File: config.mk
export PLATFORM = sky130hd
export DESIGN_NAME = load_unit
export DESIGN_NICKNAME = d
export VERILOG_FILES = /design/src/rtl/riscv_pkg.sv /design/src/rtl/load_align.sv /design/src/rtl/load_unit.sv
export SDC_FILE = /design/constraint.sdc
export NUM_CORES = 1
export LEC_CHECK = 0
export BUFFER_PORTS_ARGS = -buffer_cell sky130_fd_sc_hd__buf_4
export CAP_MARGIN = 20
export CORE_MARGIN = 1
export CORE_UTILIZATION = 40
export CTS_CLUSTER_SIZE = 20
export DETAILED_ROUTE_END_ITERATION = 7
export PLACE_DENSITY_LB_ADDON = 0.2
export SLEW_MARGIN = 15
export SYNTH_ARGS = -nofsm -noshare
export SYNTH_HDL_FRONTEND = slang
export SYNTH_HIERARCHICAL = 1
export SYNTH_SLANG_ARGS = --single-unit
File: constraint.sdc
create_clock -name clk -period 1.92 [get_ports clk]
set_clock_uncertainty 0.15 [all_clocks]
set_input_delay 0.096 -clock clk [delete_from_list [all_inputs] [get_ports clk]]
set_output_delay 0.096 -clock clk [all_outputs]
set_load 0.01 [all_outputs]
File: src/rtl/riscv_pkg.sv
// Shared core definitions: RV32I load funct3 codes and the per-load metadata
// record carried through the data-memory read latency.
package riscv_pkg;

  localparam logic [2:0] F3_LB  = 3'b000;
  localparam logic [2:0] F3_LH  = 3'b001;
  localparam logic [2:0] F3_LW  = 3'b010;
  localparam logic [2:0] F3_LBU = 3'b100;
  localparam logic [2:0] F3_LHU = 3'b101;

  // Thread-tag width baked into load_meta_t; load_unit's TID_WIDTH must match it.
  localparam int LOAD_TID_WIDTH = 4;

  typedef struct packed {
    logic                      valid;
    logic [2:0]                funct3;
    logic [1:0]                addr;
    logic [4:0]                rd;
    logic [LOAD_TID_WIDTH-1:0] tid;
  } load_meta_t;

endpackage

File: src/rtl/load_align.sv
// Combinational load lane extraction with zero/sign extension.
// Misaligned LH/LHU/LW detection is compiled in with LOAD_MISALIGN_DETECT_EN.
module load_align
  import riscv_pkg::*;
(
  input  logic [2:0]  funct3,
  input  logic [1:0]  addr,
  input  logic [31:0] word,
  output logic [31:0] data,
  output logic        misaligned
);

  logic [7:0]  lane_b;
  logic [15:0] lane_h;

  always_comb begin
    case (addr)
      2'd0:    lane_b = word[7:0];
      2'd1:    lane_b = word[15:8];
      2'd2:    lane_b = word[23:16];
      default: lane_b = word[31:24];
    endcase
  end

  // Half-word lane uses addr[1] only; addr[0] is truncated away.
  assign lane_h = addr[1] ? word[31:16] : word[15:0];

  always_comb begin
    misaligned = 1'b0;
`ifdef LOAD_MISALIGN_DETECT_EN
    misaligned = ((funct3 == F3_LH || funct3 == F3_LHU) && addr[0]) ||
                 (funct3 == F3_LW && addr != 2'b00);
`endif
    data = '0;
    if (!misaligned) begin
      case (funct3)
        F3_LB:   data = {{24{lane_b[7]}}, lane_b};
        F3_LH:   data = {{16{lane_h[15]}}, lane_h};
        F3_LW:   data = word;
        F3_LBU:  data = {24'h0, lane_b};
        F3_LHU:  data = {16'h0, lane_h};
        default: data = '0;
      endcase
    end
  end

endmodule

File: src/rtl/load_unit.sv
// Load writeback unit: tracks load metadata across MEM_LATENCY (1..4) cycles,
// aligns the returned word and registers a tagged result. Optional: LOAD_MISALIGN_DETECT_EN.
module load_unit
  import riscv_pkg::*;
#(
  parameter int MEM_LATENCY = 1,
  parameter int TID_WIDTH   = LOAD_TID_WIDTH
) (
  input  logic                 clk,
  input  logic                 reset_n,
  input  logic                 i_load,
  input  logic [2:0]           i_funct3,
  input  logic [1:0]           i_addr,
  input  logic [4:0]           i_rd,
  input  logic [TID_WIDTH-1:0] i_tid,
  input  logic [31:0]          i_mem_data,
  output logic                 o_valid,
  output logic [31:0]          o_data,
  output logic [4:0]           o_rd,
  output logic [TID_WIDTH-1:0] o_tid,
  output logic                 o_misaligned
);

  load_meta_t  stage [MEM_LATENCY];
  load_meta_t  issue;
  load_meta_t  last;
  logic [31:0] align_data;
  logic        align_mis;

  // Idle slots carry all-zero fields so the pipeline contents stay deterministic.
  always_comb begin
    issue = '0;
    if (i_load) begin
      issue.valid  = 1'b1;
      issue.funct3 = i_funct3;
      issue.addr   = i_addr;
      issue.rd     = i_rd;
      issue.tid    = i_tid;
    end
  end

  assign last = stage[MEM_LATENCY-1];

  load_align u_align (
    .funct3     (last.funct3),
    .addr       (last.addr),
    .word       (i_mem_data),
    .data       (align_data),
    .misaligned (align_mis)
  );

  always_ff @(posedge clk or negedge reset_n) begin
    if (!reset_n) begin
      for (int i = 0; i < MEM_LATENCY; i++) stage[i] <= '0;
    end else begin
      stage[0] <= issue;
      for (int i = 1; i < MEM_LATENCY; i++) stage[i] <= stage[i-1];
    end
  end

  // Result fields only update on a valid final stage, otherwise they hold.
  always_ff @(posedge clk or negedge reset_n) begin
    if (!reset_n) begin
      o_valid      <= 1'b0;
      o_data       <= '0;
      o_rd         <= '0;
      o_tid        <= '0;
      o_misaligned <= 1'b0;
    end else begin
      o_valid <= last.valid;
      if (last.valid) begin
        o_data       <= align_data;
        o_rd         <= last.rd;
        o_tid        <= last.tid;
        o_misaligned <= align_mis;
      end
    end
  end

endmodule

Word-level counts from Yosys, hierarchy flattened
Cells that the tools add are included.
{ "op_classes": {"eq_ne": 6, "reduce_logical": 2, "mux": 4} }
{ "op_table": {"columns": ["operator", "n"], "rows": [
  ["$pmux 32 s5", 1],
  ["$pmux 8 s3", 1],
  ["$mux 16", 1],
  ["$mux 15", 1],
  ["$eq 3x3->1 const B", 2],
  ["$eq 3x1->1 const B", 1],
  ["$eq 3x2->1 const B", 1],
  ["$logic_not 3->1", 1],
  ["$eq 2x1->1 const B", 1],
  ["$eq 2x2->1 const B", 1],
  ["$logic_not 2->1", 1]
]} }
{ "totals": {"out_inout_bits": 43, "elab_cells": 21, "input_bits": 49, "register_bits": 57} }

Logic depth before layout (Yosys ltp)
Gate-level depths: netlist (run 1).
{ "logic_depth": {"word_depth": 3, "mapped_depth": 6, "ltp_nobuf": 4} }

Hierarchy
Netlist (run 1), hierarchy kept.
{ "by_module_without_submodules": {"columns": ["module", "area_each_um2", "instances", "seq_area_each_um2", "cells_each"], "rows": [
  ["load_unit", 2257.2, 1, 1451.4, 120],
  ["load_align", 1056.0, 1, 0.0, 135]
]} }

Worst setup path before layout (run 1)
No wires, ideal clock.
{ "synth_path": {"path_type": "register to register", "from": "reg stage, in the netlist last[9]", "to": "reg o_data[4]", "period_less_slack_ns": 1.852, "arrival_ns": 1.577, "n_path_buf": 1, "setup_time_ns": 0.125, "required_time_ns": 1.645, "slack_ns": 0.068, "stages_incl_launch_ff": 5, "cell_sequence": "dfrtp_1 > buf_6 > mux4_2 > a221o_1 > mux2_4"} }
{ "synth_via": {"elab_chain_len": 3, "elab_cells_between_ends": 5, "classes_between": "2 x eq/ne; 2 x mux; 1 x reduce/logical"} }
{ "synth_lines": {"columns": ["element", "line", "rtl"], "rows": [
  ["start: declaration", "load_unit.sv:24", "load_meta_t stage [MEM_LATENCY];"],
  ["$eq 2x2->1, or another cell as far along", "load_align.sv:17", "case (addr)"],
  ["$pmux 8 s3 (*)", "load_align.sv:17", null],
  ["$pmux 32 s5 (*)", "load_align.sv:36", "case (funct3)"],
  ["named net align_data[4]", "load_unit.sv:27", "logic [31:0] align_data;"],
  ["end signal: assignment", "load_unit.sv:72", "o_data <= align_data;"],
  ["end: declaration", "load_unit.sv:18", "output logic [31:0] o_data,"]
]} }
Mark *: on every way through the listed nets, which the timed path passes. The rest lies on a longest branch.
A chain may end at the register's enable or synchronous reset.

Final worst setup path (run 1)
{ "layout_path": {"from": "reg stage, in the netlist last[9]", "to": "reg o_data[7]"} }
The elaborated chain is that of the path after synthesis.

==> metrics.md, run 1 <==
| Metric | Value |
|---|---|
| Nature of the critical path endpoint | register |
| Outcome | complete, no violations |
| Total instance count after detailed placement | roughly 440 |
| Vertical die dimension | ~93 um |
| Leakage power of the design | around 2.1 nW |
| Die X-Extent | 93.0 um |
| Net switching power | ~0.0010 W |
| VDD IR max | 0.426 mV |
| Pint | approximately 0.0025 W |
| Number of buffers added by the clock tree synthesis step | 9 |
| Clock tree from TritonCTS | yes |
| Achievable frequency | roughly 530 MHz |
| Pin count of the biggest net entering global routing | 34 |
| P per Cell Area | 770 nW/um2 |
| # setup viols final | 0 |
| Top flip-flop cell by instance count after synthesis | sky130_fd_sc_hd__dfrtp_1 |
| Synthesized area per cell | 13.0 um2 |
| CTS root buffer | sky130_fd_sc_hd__clkbuf_8 |
| Number of synthesized register bits | 58 |
| Nets in the synthesized netlist | 304 |
| Wire length of the first global-routing pass | approximately 13000 um |
| Clock H-tree levels | 3 |
| Fraction of power spent switching nets | 0.293 |
| Final Power | 0.00350 W |
| Slowest stage delay, CP | ~440 ps |
| Number of stages on the worst hold path | 4 |
| Initial antenna violation count | 0 |
| Total Nets Final | 422 |
| R2r worst-path depth | 5 |
| Max-slew violation count | 0 |
| Routability congestion estimate | around 0.83 |
| Standard-cell rows | 32 |
| Critical path origin | last[9] |
| Initial Util | 0.420 |
| Crit path DAT | 1970 ps |
| Average wire per cell in the routed design | 17.4 um |
| Capture point of the worst path | o_data[7] |
| Number of max-cap violations | 0 |
| Critical R2R Capture | o_data[7] |
| Critical Path RT | between 1500 and 2000 ps |
| Number of global-route vias before repair | roughly 2600 |
| RSZ-0062 raised after global routing | yes |
| I/O pin count | 92 |
| Count of input and output buffers | between 90 and 100 |
| Reg power frac | 0.420 |
| Count of final hold-check violations | 0 |
| Number of search-and-repair iterations in the first detailed-routing pass | 4 |
| Mapped Area | ~3300 um2 |
| Post-route DRC violation count | 0 |
| Synthesized instance count | 255 |
| Final non-filler cell total | 480 |
| Die ar. | 8650 um2 |
| Crit path time final | 1900 ps |
| Number of DRC markers in iteration 0 | 160 |
| R2r setup slk | 20 ps |
| Post-detail-place hpwl | 5880 um |
| Overall routing resource usage | 0.198 |
| Count of distinct cell types in the synthesized netlist | 33 |
| Share of layout cells above drive strength 1 | 0.513 |
| Startpoint class of the critical path | register |
| Antenna-violating nets left | 0 |
| Core box area | 7890 um2 |
| Synthesis-to-finish area growth | 37.2% |
| Count of flip-flops with a built-in enable after synthesis | 0 |
| Routed vias/inst | approximately 5.2 |
| Startpoint of the worst-slack reg-to-reg timing path | last[9] |
| Clock network fraction of total power | 0.294 |
| Category of the critical setup timing path | reg -> reg |
| Largest fanout on the critical path | 13 |
| Buffer levels on the longest clock path | 2 |
| Sequential fraction of the synthesis area | 0.438 |
| Combinational share of power | 0.286 |
| Share of the clock period used by the worst path | 0.990 |
| Clock latency on the worst-skew pair | 340 ps |
| Number of synthesis warnings | 6 |
| Diodes inserted | 0 |
| Grt total ovfl | 0 |
| Sequence of cells on the critical path | mux2_2 -> a22oi_4 -> buf_12 -> o221ai_1 -> mux2_4 |
| Routed wire length | 8370 um |
| Total number of vias | roughly 2500 |
| Proportion of synthesized flip-flops having asynchronous set or reset | 1.00 |
| Number of clock sinks | 58 |
| Type of the worst min-delay path | in -> reg |
| Slowest stage cell, crit path | sky130_fd_sc_hd__dfrtp_2 |
| CTS clock-pin slew for the worst setup and hold paths | approximately 70 ps |
## repair_timing
action                                  in CTS  in global routing
resized for setup                            4                  0
endpoints found under the hold margin       76                  0
endpoints found under the setup margin      32                  5
hold buffers                                19                  0
buffers inserted                             0                  1
gates cloned                                 0                  1
pin swaps                                    0                  2
## worst min-delay path by stage
| stage | start | end |
|---|---|---|
| 4_1_cts | i_mem_data[14] | o_data[14] |
| 6_report | i_mem_data[14] | o_data[14] |
| 3_3_place_gp | reset_n | o_data[2] |
| 3_5_place_dp | reset_n | o_data[2] |
| 2_1_floorplan | reset_n | last[0] |
| 5_1_grt | i_mem_data[14] | o_data[14] |
## cells by family after synthesis
group / count (synthesis) / synth area share
AO/OA/AOI/OAI: 69 / 0.153
multiplexers: 65 / 0.283
flip-flops: 58 / 0.438
AND/OR/NAND/NOR: 37 / 0.0631
buffers and inverters: 25 / 0.0612
other: 1 / 0.00113
## critical path, delay by kind of cell (launching register included)
kind,cells,cell delay [ps]
AO/OA/AOI/OAI,2,360
buffers and inverters,1,180
flip-flops,1,440
multiplexers,2,660
## metrics by stage
stage               setup WS [ps]  hold slack [ps]  TNS [ps]   util  cell area (um2)
finish                       19.5             18.1         0  0.576             4540
global route                -18.9             17.4     -37.6  0.576             4540
CTS                          3.93             5.77         0  0.572             4510
floorplan                    68.2             -350         0      -             3310
detailed placement          -83.7             -106      -774  0.524             4130
global placement            -61.4             -112      -294  0.524             4130
## Yosys cell counts, drive strengths merged, types with 2 or more instances
master  instances  area, um2
mux4            5        116
and2           14       87.6
nor2           10       37.5
a21oi          18       90.1
and2b           2       17.5
mux2i           6       60.1
o21ai           2       10.0
o31ai           3       22.5
buf            19        180
nor2b           6       37.5
nand2           2       7.51
a221o           5       50.1
clkbuf          5       18.8
a22oi          20        164
dfrtp          58       1450
a211oi         16        120
mux2           54        762
## placed cells by master (no fill, tap or decap)
master and instances:
sky130_fd_sc_hd__a211oi_1 16, sky130_fd_sc_hd__a21boi_4 1, sky130_fd_sc_hd__a21oi_1 18, sky130_fd_sc_hd__a221o_1 5, sky130_fd_sc_hd__a22oi_1 19, sky130_fd_sc_hd__a22oi_4 1, sky130_fd_sc_hd__a32oi_1 1, sky130_fd_sc_hd__and2_1 14
sky130_fd_sc_hd__and2b_2 2, sky130_fd_sc_hd__buf_12 5, sky130_fd_sc_hd__buf_4 105, sky130_fd_sc_hd__buf_6 1, sky130_fd_sc_hd__clkbuf_16 1, sky130_fd_sc_hd__clkbuf_8 10, sky130_fd_sc_hd__clkinv_2 2, sky130_fd_sc_hd__clkinvlp_4 3
sky130_fd_sc_hd__conb_1 1, sky130_fd_sc_hd__dfrtp_1 55, sky130_fd_sc_hd__dfrtp_2 3, sky130_fd_sc_hd__dlygate4sd3_1 19, sky130_fd_sc_hd__inv_1 1, sky130_fd_sc_hd__inv_6 1, sky130_fd_sc_hd__mux2_2 13, sky130_fd_sc_hd__mux2_4 41
sky130_fd_sc_hd__mux2i_1 6, sky130_fd_sc_hd__mux4_1 1, sky130_fd_sc_hd__mux4_2 4, sky130_fd_sc_hd__nand2_1 2, sky130_fd_sc_hd__nand2b_1 1, sky130_fd_sc_hd__nand3b_1 1, sky130_fd_sc_hd__nor2_1 10, sky130_fd_sc_hd__nor2b_1 6
sky130_fd_sc_hd__nor3b_2 1, sky130_fd_sc_hd__o21ai_0 2, sky130_fd_sc_hd__o221ai_1 1, sky130_fd_sc_hd__o22ai_1 1, sky130_fd_sc_hd__o311ai_0 1, sky130_fd_sc_hd__o31ai_1 3
## routing by layer
metal  GRT usage  share of wire
met1       0.248           0.44
met2       0.319           0.47
met3      0.0553          0.066
met4      0.0872          0.022
met5           0              0
## power groups by stage
stage / clock (W) / combinational [W] / sequential [W]
4_1_cts: 0.00106 / 0.000992 / 0.00147
2_1_floorplan: 0 / 0.000486 / 0.00153
3_3_place_gp: 0 / 0.000946 / 0.00149
6_report: 0.00103 / 0.00100 / 0.00147
3_5_place_dp: 0 / 0.000958 / 0.00149
5_1_grt: 0.00110 / 0.00107 / 0.00149
## flip-flops by register name (all words and copies together), names as in the netlist
signal and cells:
o_misaligned 1, o_rd 5, last 15, o_tid 4
o_valid 1, o_data 32
## final cells by class
type / count / area, um2
fill: 663 / 3340
multi-input combinational: 172 / 1660
sequential: 58 / 1460
timing repair buffer: 131 / 1110
clock buffer: 10 / 138
tap: 102 / 128
clock inverter: 6 / 41.3
inverter: 1 / 3.75
Power figures use the tool's default switching activity.
==> run 2, diff against run 1 <==
==> constraint.sdc (replaced) <==
create_clock -name clk -period 2.4 [get_ports clk]
set_clock_uncertainty 0.15 [all_clocks]
set_input_delay 0.12 -clock clk [delete_from_list [all_inputs] [get_ports clk]]
set_output_delay 0.12 -clock clk [all_outputs]
set_load 0.01 [all_outputs]
==> run 2 against run 1 <==
Compared with the run above:
- routed wire length decreased by 3.8%
- critical endpoint is now o_data[22]
- critical path type unchanged
- clock power increased by 11%
- cell count decreased by 2.1%
==> metrics.md, run 2 (same netlist as run 1, synthesis figures left out) <==
| Metric | Value |
|---|---|
| Outcome | complete, no violations |
| Number of search-and-repair iterations in the first detailed-routing pass | 5 (+1) |
| Clock tree from TritonCTS | yes |
| R2r worst-path depth | 5 (unchanged) |
| Transition at the pin with the smallest max-transition slack | 710 ps |
| Vertical die dimension | 93.0 um (unchanged) |
| Number of buffers added by the clock tree synthesis step | 9 (unchanged) |
| Type of the worst min-delay path | in -> reg |
| Startpoint of the worst-slack reg-to-reg timing path | last[9] |
| Nature of the critical path endpoint | register |
| CTS root buffer | sky130_fd_sc_hd__clkbuf_8 |
| Stages on worst setup path | 5 (unchanged) |
| Number of stages on the worst hold path | 4 (unchanged) |
| Largest register by flop count | o_data |
| Count of input and output buffers | 91 (unchanged) |
| Overall routing resource usage | 0.201 (+0.00336) |
| Utilization of the core after routing | 0.566 (-0.0106) |
| I/O pin count | 92 (unchanged) |
| Sequence of cells on the critical path | mux2_2 -> a22oi_4 -> buf_4 -> a211oi_1 -> mux2_4 |
| Initial antenna violation count | 0 (unchanged) |
| Crit path DAT | 2260 ps (+290 ps) |
| Total Nets Final | 412 (-2.4%) |
| Category of the critical setup timing path | reg -> reg |
| Setup WS pre-CTS | 232 ps (+315 ps) |
| Routed wire length | 8050 um (-3.8%) |
| Clock H-tree levels | 3 (unchanged) |
| Final Worst Setup Slack | 218 ps (+199 ps) |
| Buffer levels on the longest clock path | 2 (unchanged) |
| Max-slew violation count | 0 (unchanged) |
| Post-detail-place hpwl | 5450 um (-7.2%) |
| Slowest stage cell, crit path | sky130_fd_sc_hd__dfrtp_1 |
| Die X-Extent | 93.0 um (unchanged) |
| Most frequent cells in the layout | sky130_fd_sc_hd__buf_4, sky130_fd_sc_hd__dfrtp_1, sky130_fd_sc_hd__mux2_4 |
| Standard-cell rows | 32 (unchanged) |
| Number of clock sinks | 58 (unchanged) |
| Largest fanout on the critical path | 17 (+4) |
| Most common cell after layout, fill and taps aside | sky130_fd_sc_hd__buf_4 |
| Clock latency on the worst-skew pair | 340 ps (about the same) |
| Multi-input combinational cell area | 1660 um2 (-0.30%) |
| Number of filler instances in the final layout | 672 (+1.4%) |
| Antenna-violating nets left | 0 (unchanged) |
| P per Cell Area | 689 nW/um2 (-10%) |
| Pin count of the biggest net entering global routing | 59 (+74%) |
| R2r setup slk | 220 ps (+200 ps) |
| RSZ-0062 raised after global routing | no |
| Share of the clock period used by the worst path | 0.909 (-0.0808) |
| Number of flip-flops under the largest register name | 32 (unchanged) |
| CTS clock-pin slew for the worst setup and hold paths | 80 ps (about the same) |
| Capture point of the worst path | o_data[22] |
| Average wire per cell in the routed design | 17.1 um (-1.7%) |
| Crit path time final | 2180 ps (+281 ps) |
| Total instance count after detailed placement | 435 (-1.8%) |
| Cells resized by post-CTS repair | 0 (-4) |
| # setup viols final | 0 (unchanged) |
| Grt total ovfl | 0 (unchanged) |
| Core box area | 7890 um2 (unchanged) |
| Critical path origin | last[9] |
| Synthesis-to-finish area growth | 34.6% |
| Post-route DRC violation count | 0 (unchanged) |
| Routability congestion estimate | 0.822 (-0.72%) |
| Final non-filler cell total | 470 (-2.1%) |
| Number of buffers and inverters on the critical path | 1 (unchanged) |
| Critical Path RT | 2480 ps (+490 ps) |
| Achievable frequency | 458 MHz (-13%) |
| Critical R2R Capture | o_data[22] |
| Share of layout cells above drive strength 1 | 0.492 (-0.0214) |
| Routed vias/inst | 5.29 (+0.91%) |
| Number of DRC markers in iteration 0 | 131 (-18%) |
| Area taken by flip-flops and latches | 1450 um2 (-0.17%) |
| Initial Util | 0.420 (unchanged) |
| Dominant delay contributor by cell family on the critical path | multiplexers |
| Max-slew headroom | 0.527 |
| Die ar. | 8650 um2 (unchanged) |
| Wire length of the first global-routing pass | 13300 um (+2.7%) |
| Count of final hold-check violations | 0 (unchanged) |
| VDD IR max | 0.441 mV (+3.6%) |
| Slowest stage delay, CP | 660 ps (+220 ps) |
| Final Hold Slack | 15.5 ps (-2.69 ps) |
| Number of global-route vias before repair | 2564 (-0.77%) |
| Total number of vias | 2488 (-1.2%) |
| Number of max-cap violations | 0 (unchanged) |
| Leakage power of the design | 2.11 nW (-1.6%) |
| Final TNS setup | 0 ps (unchanged) |
| Diodes inserted | 0 (unchanged) |
| Startpoint class of the critical path | register |
run 2: changes by cell type in the layout (fill, tap and decap cells not counted), sizes merged:
cell and change:
clkinv +1, buf -9, bufinv +3, clkbuf -2, clkinvlp -3
run 2: worst min-delay path, stage by stage:
cell	delay [ps]
sky130_fd_sc_hd__buf_4	90
sky130_fd_sc_hd__a22oi_1	70
sky130_fd_sc_hd__o21ai_0	70
sky130_fd_sc_hd__mux2_4	140
run 2: routing by layer:
layer	vias up	global-route usage	part of all wire
met5	-	0	0
met3	7	0.0463	0.053
met1	1219	0.268	0.46
met2	86	0.321	0.48
met4	0	0.0731	0.0092
li1	1176	-	-
run 2: report_power, final:
part | switching (W) | internal (W) | total, W
clock network | 0.000445 | 0.000699 | 0.00114
logic | 0.000295 | 0.000452 | 0.000747
registers | 0.0000879 | 0.00109 | 0.00118
total | 0.000828 | 0.00225 | 0.00307
run 2: how the worst min path moves through the flow:
stage | start | endpoint | slack [ps]
after detailed placement | reset_n | o_data[1] | 80
after floorplan | reset_n | last[0] | -330
after global placement | reset_n | o_data[1] | 80
after CTS | i_mem_data[5] | o_data[5] | 4
after global routing | i_mem_data[5] | o_data[5] | 30
final | i_mem_data[5] | o_data[5] | 20
run 2: what timing repair did:
item,CTS,global route
setup endpoints to repair,0,0
hold buffers,19,0
setup buffers,0,0
endpoints found under the hold margin,75,0
run 2: cell type report:
cell class,instances,area share
multi-input cells,172,0.372
repair buffers,121,0.217
inverters,1,0.000842
clock buffers,9,0.0278
clock inverters,7,0.0281
flip-flops and latches,58,0.326
well taps,102,0.0286
run 2: metrics by stage:
step | power, W | instance area (um2)
finish | 0.00307 | 4460
global route | 0.00322 | 4460
CTS | 0.00312 | 4460
detailed placement | 0.00193 | 4020
global placement | 0.00192 | 4020
floorplan | 0.00161 | 3310
==> run 3, diff against run 2 <==
--- a/config.mk
+++ b/config.mk
@@ -11,6 +11,7 @@
 export CORE_UTILIZATION = 40
 export CTS_CLUSTER_SIZE = 20
 export DETAILED_ROUTE_END_ITERATION = 7
+export GPL_ROUTABILITY_DRIVEN = 0
 export PLACE_DENSITY_LB_ADDON = 0.2
 export SLEW_MARGIN = 15
 export SYNTH_ARGS = -nofsm -noshare
==> constraint.sdc (replaced) <==
create_clock -name clk -period 2.5 [get_ports clk]
set_clock_uncertainty 0.15 [all_clocks]
set_input_delay 0.125 -clock clk [delete_from_list [all_inputs] [get_ports clk]]
set_output_delay 0.125 -clock clk [all_outputs]
set_load 0.01 [all_outputs]
==> run 3 against run 2 <==
Compared with the run above:
- cell count stayed put
- non-clock buffer count stayed put
- global-route usage is 0.82 points lower
- hold slack better by 4.8 ps
- register-to-register slack better by 110 ps
- die area stayed put
- clock-buffer cell count is 1 higher
- flip-flop and latch count stayed put
- clock power is 31% lower
==> metrics.md, run 3 (same netlist as run 1, synthesis figures left out) <==
| Metric | Value |
|---|---|
| Core box area | 7890 um2 (unchanged) |
| Largest fanout on the critical path | 17 (unchanged) |
| Leakage power of the design | 2.07 nW (-1.5%) |
| Max-slew violation count | 0 (unchanged) |
| Post-detail-place hpwl | 5580 um (+2.3%) |
| RSZ-0062 raised after global routing | no |
| Wire length of the first global-routing pass | 12600 um (-5.1%) |
| Most common cell after layout, fill and taps aside | sky130_fd_sc_hd__buf_4 |
| GRT met1 Usage | 0.260 (-0.00773) |
| Crit path DAT | 2240 ps (-20 ps) |
| Synthesis-to-finish area growth | 32.9% |
| Routing layer with the top usage in global route | met2 |
| Final TNS setup | 0 ps (unchanged) |
| Pin count of the biggest net entering global routing | 59 (unchanged) |
| Clock latency on the worst-skew pair | 330 ps (about the same) |
| Nature of the critical path endpoint | register |
| Transition at the pin with the smallest max-transition slack | 710 ps (+0.0342 ps) |
| Initial Util | 0.420 (unchanged) |
| Total Nets Final | 412 (unchanged) |
| Number of global-route vias before repair | 2403 (-6.3%) |
| Number of clock sinks | 58 (unchanged) |
| Number of flip-flops under the largest register name | 32 (unchanged) |
| CTS clock-pin slew for the worst setup and hold paths | 70 ps (about the same) |
| Routed wire length | 7950 um (-1.2%) |
| Initial antenna violation count | 0 (unchanged) |
| Achievable frequency | 461 MHz (+0.50%) |
| Die ar. | 8650 um2 (unchanged) |
| Share of the clock period used by the worst path | 0.868 (-0.0407) |
| Number of buffers added by the clock tree synthesis step | 9 (unchanged) |
| Post-route DRC violation count | 0 (unchanged) |
| Count of input and output buffers | 91 (unchanged) |
| Category of the critical setup timing path | reg -> reg |
| Met2 track demand over resource in global routing | 0.306 (-0.0147) |
| Antenna-violating nets left | 0 (unchanged) |
| Most frequent cells in the layout | sky130_fd_sc_hd__buf_4, sky130_fd_sc_hd__dfrtp_1, sky130_fd_sc_hd__mux2_4 |
| Diodes inserted | 0 (unchanged) |
| Critical Path RT | 2570 ps (+90 ps) |
| Number of DRC markers in iteration 0 | 183 (+40%) |
| Outcome | complete, no violations |
| P per Cell Area | 600 nW/um2 (-13%) |
| Number of search-and-repair iterations in the first detailed-routing pass | 4 (-1) |
| # setup viols final | 0 (unchanged) |
| Number of max-cap violations | 0 (unchanged) |
| Count of final hold-check violations | 0 (unchanged) |
| Share of layout cells above drive strength 1 | 0.492 (unchanged) |
| Routed vias/inst | 5.19 (-2.0%) |
| Final Power | 0.00264 W (-14%) |
| Total number of vias | 2438 (-2.0%) |
| Standard-cell rows | 32 (unchanged) |
| Met3 track utilization from global routing | 0.0472 (+0.000813) |
| I/O pin count | 92 (unchanged) |
| R2r setup slk | 330 ps (+110 ps) |
| Grt total ovfl | 0 (unchanged) |
| Startpoint class of the critical path | register |
| Type of the worst min-delay path | in -> reg |
| Overall routing resource usage | 0.193 (-0.00816) |
| CTS root buffer | sky130_fd_sc_hd__clkbuf_8 |
| Number of filler instances in the final layout | 649 (-3.4%) |
| Largest register by flop count | o_data |
| Clock tree from TritonCTS | yes |
| Max-slew headroom | 0.527 (about the same) |
| Buffer levels on the longest clock path | 2 (unchanged) |
| Clock H-tree levels | 3 (unchanged) |
| Setup fix buffers added after clock tree synthesis | 0 (unchanged) |
| Vertical die dimension | 93.0 um (unchanged) |
| VDD IR max | 0.293 mV (-34%) |
| Die X-Extent | 93.0 um (unchanged) |
| Crit path time final | 2170 ps (-10.9 ps) |
| Setup WS pre-CTS | 352 ps (+120 ps) |
| Final Worst Setup Slack | 329 ps (+111 ps) |
| Average wire per cell in the routed design | 16.9 um (-1.2%) |
## run 3: worst max-delay path, cell delays in order, from the launching register on
cell                      delay (ps)
sky130_fd_sc_hd__dfrtp_1         600
sky130_fd_sc_hd__mux2_2          410
sky130_fd_sc_hd__a22oi_4         340
sky130_fd_sc_hd__buf_12          190
sky130_fd_sc_hd__o31ai_1          80
sky130_fd_sc_hd__mux2_4          280
## run 3: area by class of cell
| cell class | count | area (um2) | area share |
|---|---|---|---|
| Inverter | 1 | 3.75 | 0.000853 |
| Sequential cell | 58 | 1450 | 0.330 |
| Multi-Input combinational cell | 172 | 1660 | 0.377 |
| Clock inverter | 6 | 41.3 | 0.00938 |
| Tap cell | 102 | 128 | 0.0290 |
| Timing Repair Buffer | 121 | 981 | 0.223 |
| Clock buffer | 10 | 138 | 0.0313 |
## run 3: metal layers
layer / vias to the layer above / routed length, um
met5: - / 0
met4: 0 / 96
met3: 10 / 474
met2: 75 / 3770
met1: 1182 / 3610
li1: 1171 / -
## run 3: what timing repair did
item	4_1_cts	5_1_grt
resized for setup	0	0
endpoints found under the hold margin	73	0
endpoints found under the setup margin	0	0
hold buffers	19	0
## run 3: power by group
| part | total, W | switching, W | internal [W] |
|---|---|---|---|
| sequential | 0.00114 | 0.0000877 | 0.00105 |
| clock | 0.000782 | 0.000396 | 0.000386 |
| combinational | 0.000720 | 0.000282 | 0.000437 |
| total | 0.00264 | 0.000766 | 0.00187 |
## run 3: path summary, 6_finish.rpt
check	startpoint	end	depth (start not counted)
setup / recovery	last[9]	o_data[15]	5
hold / removal	i_mem_data[1]	o_data[1]	3
setup reg to reg	last[9]	o_data[15]	5
hold reg to reg	last[7]	o_rd[3]	1
max in group asynchronous	reset_n	last[14]	2
min in group asynchronous	reset_n	o_data[3]	2
## run 3: metrics by stage
step           std cells  area, um2   util  hold WS (ps)
4_1_cts              470       4400  0.558          7.11
5_1_grt              470       4400  0.558          36.2
6_report             470       4400  0.558          20.2
2_1_floorplan        255       3310      -          -321
3_3_place_gp         435       4030  0.511          83.9
3_5_place_dp         435       4030  0.511          89.3
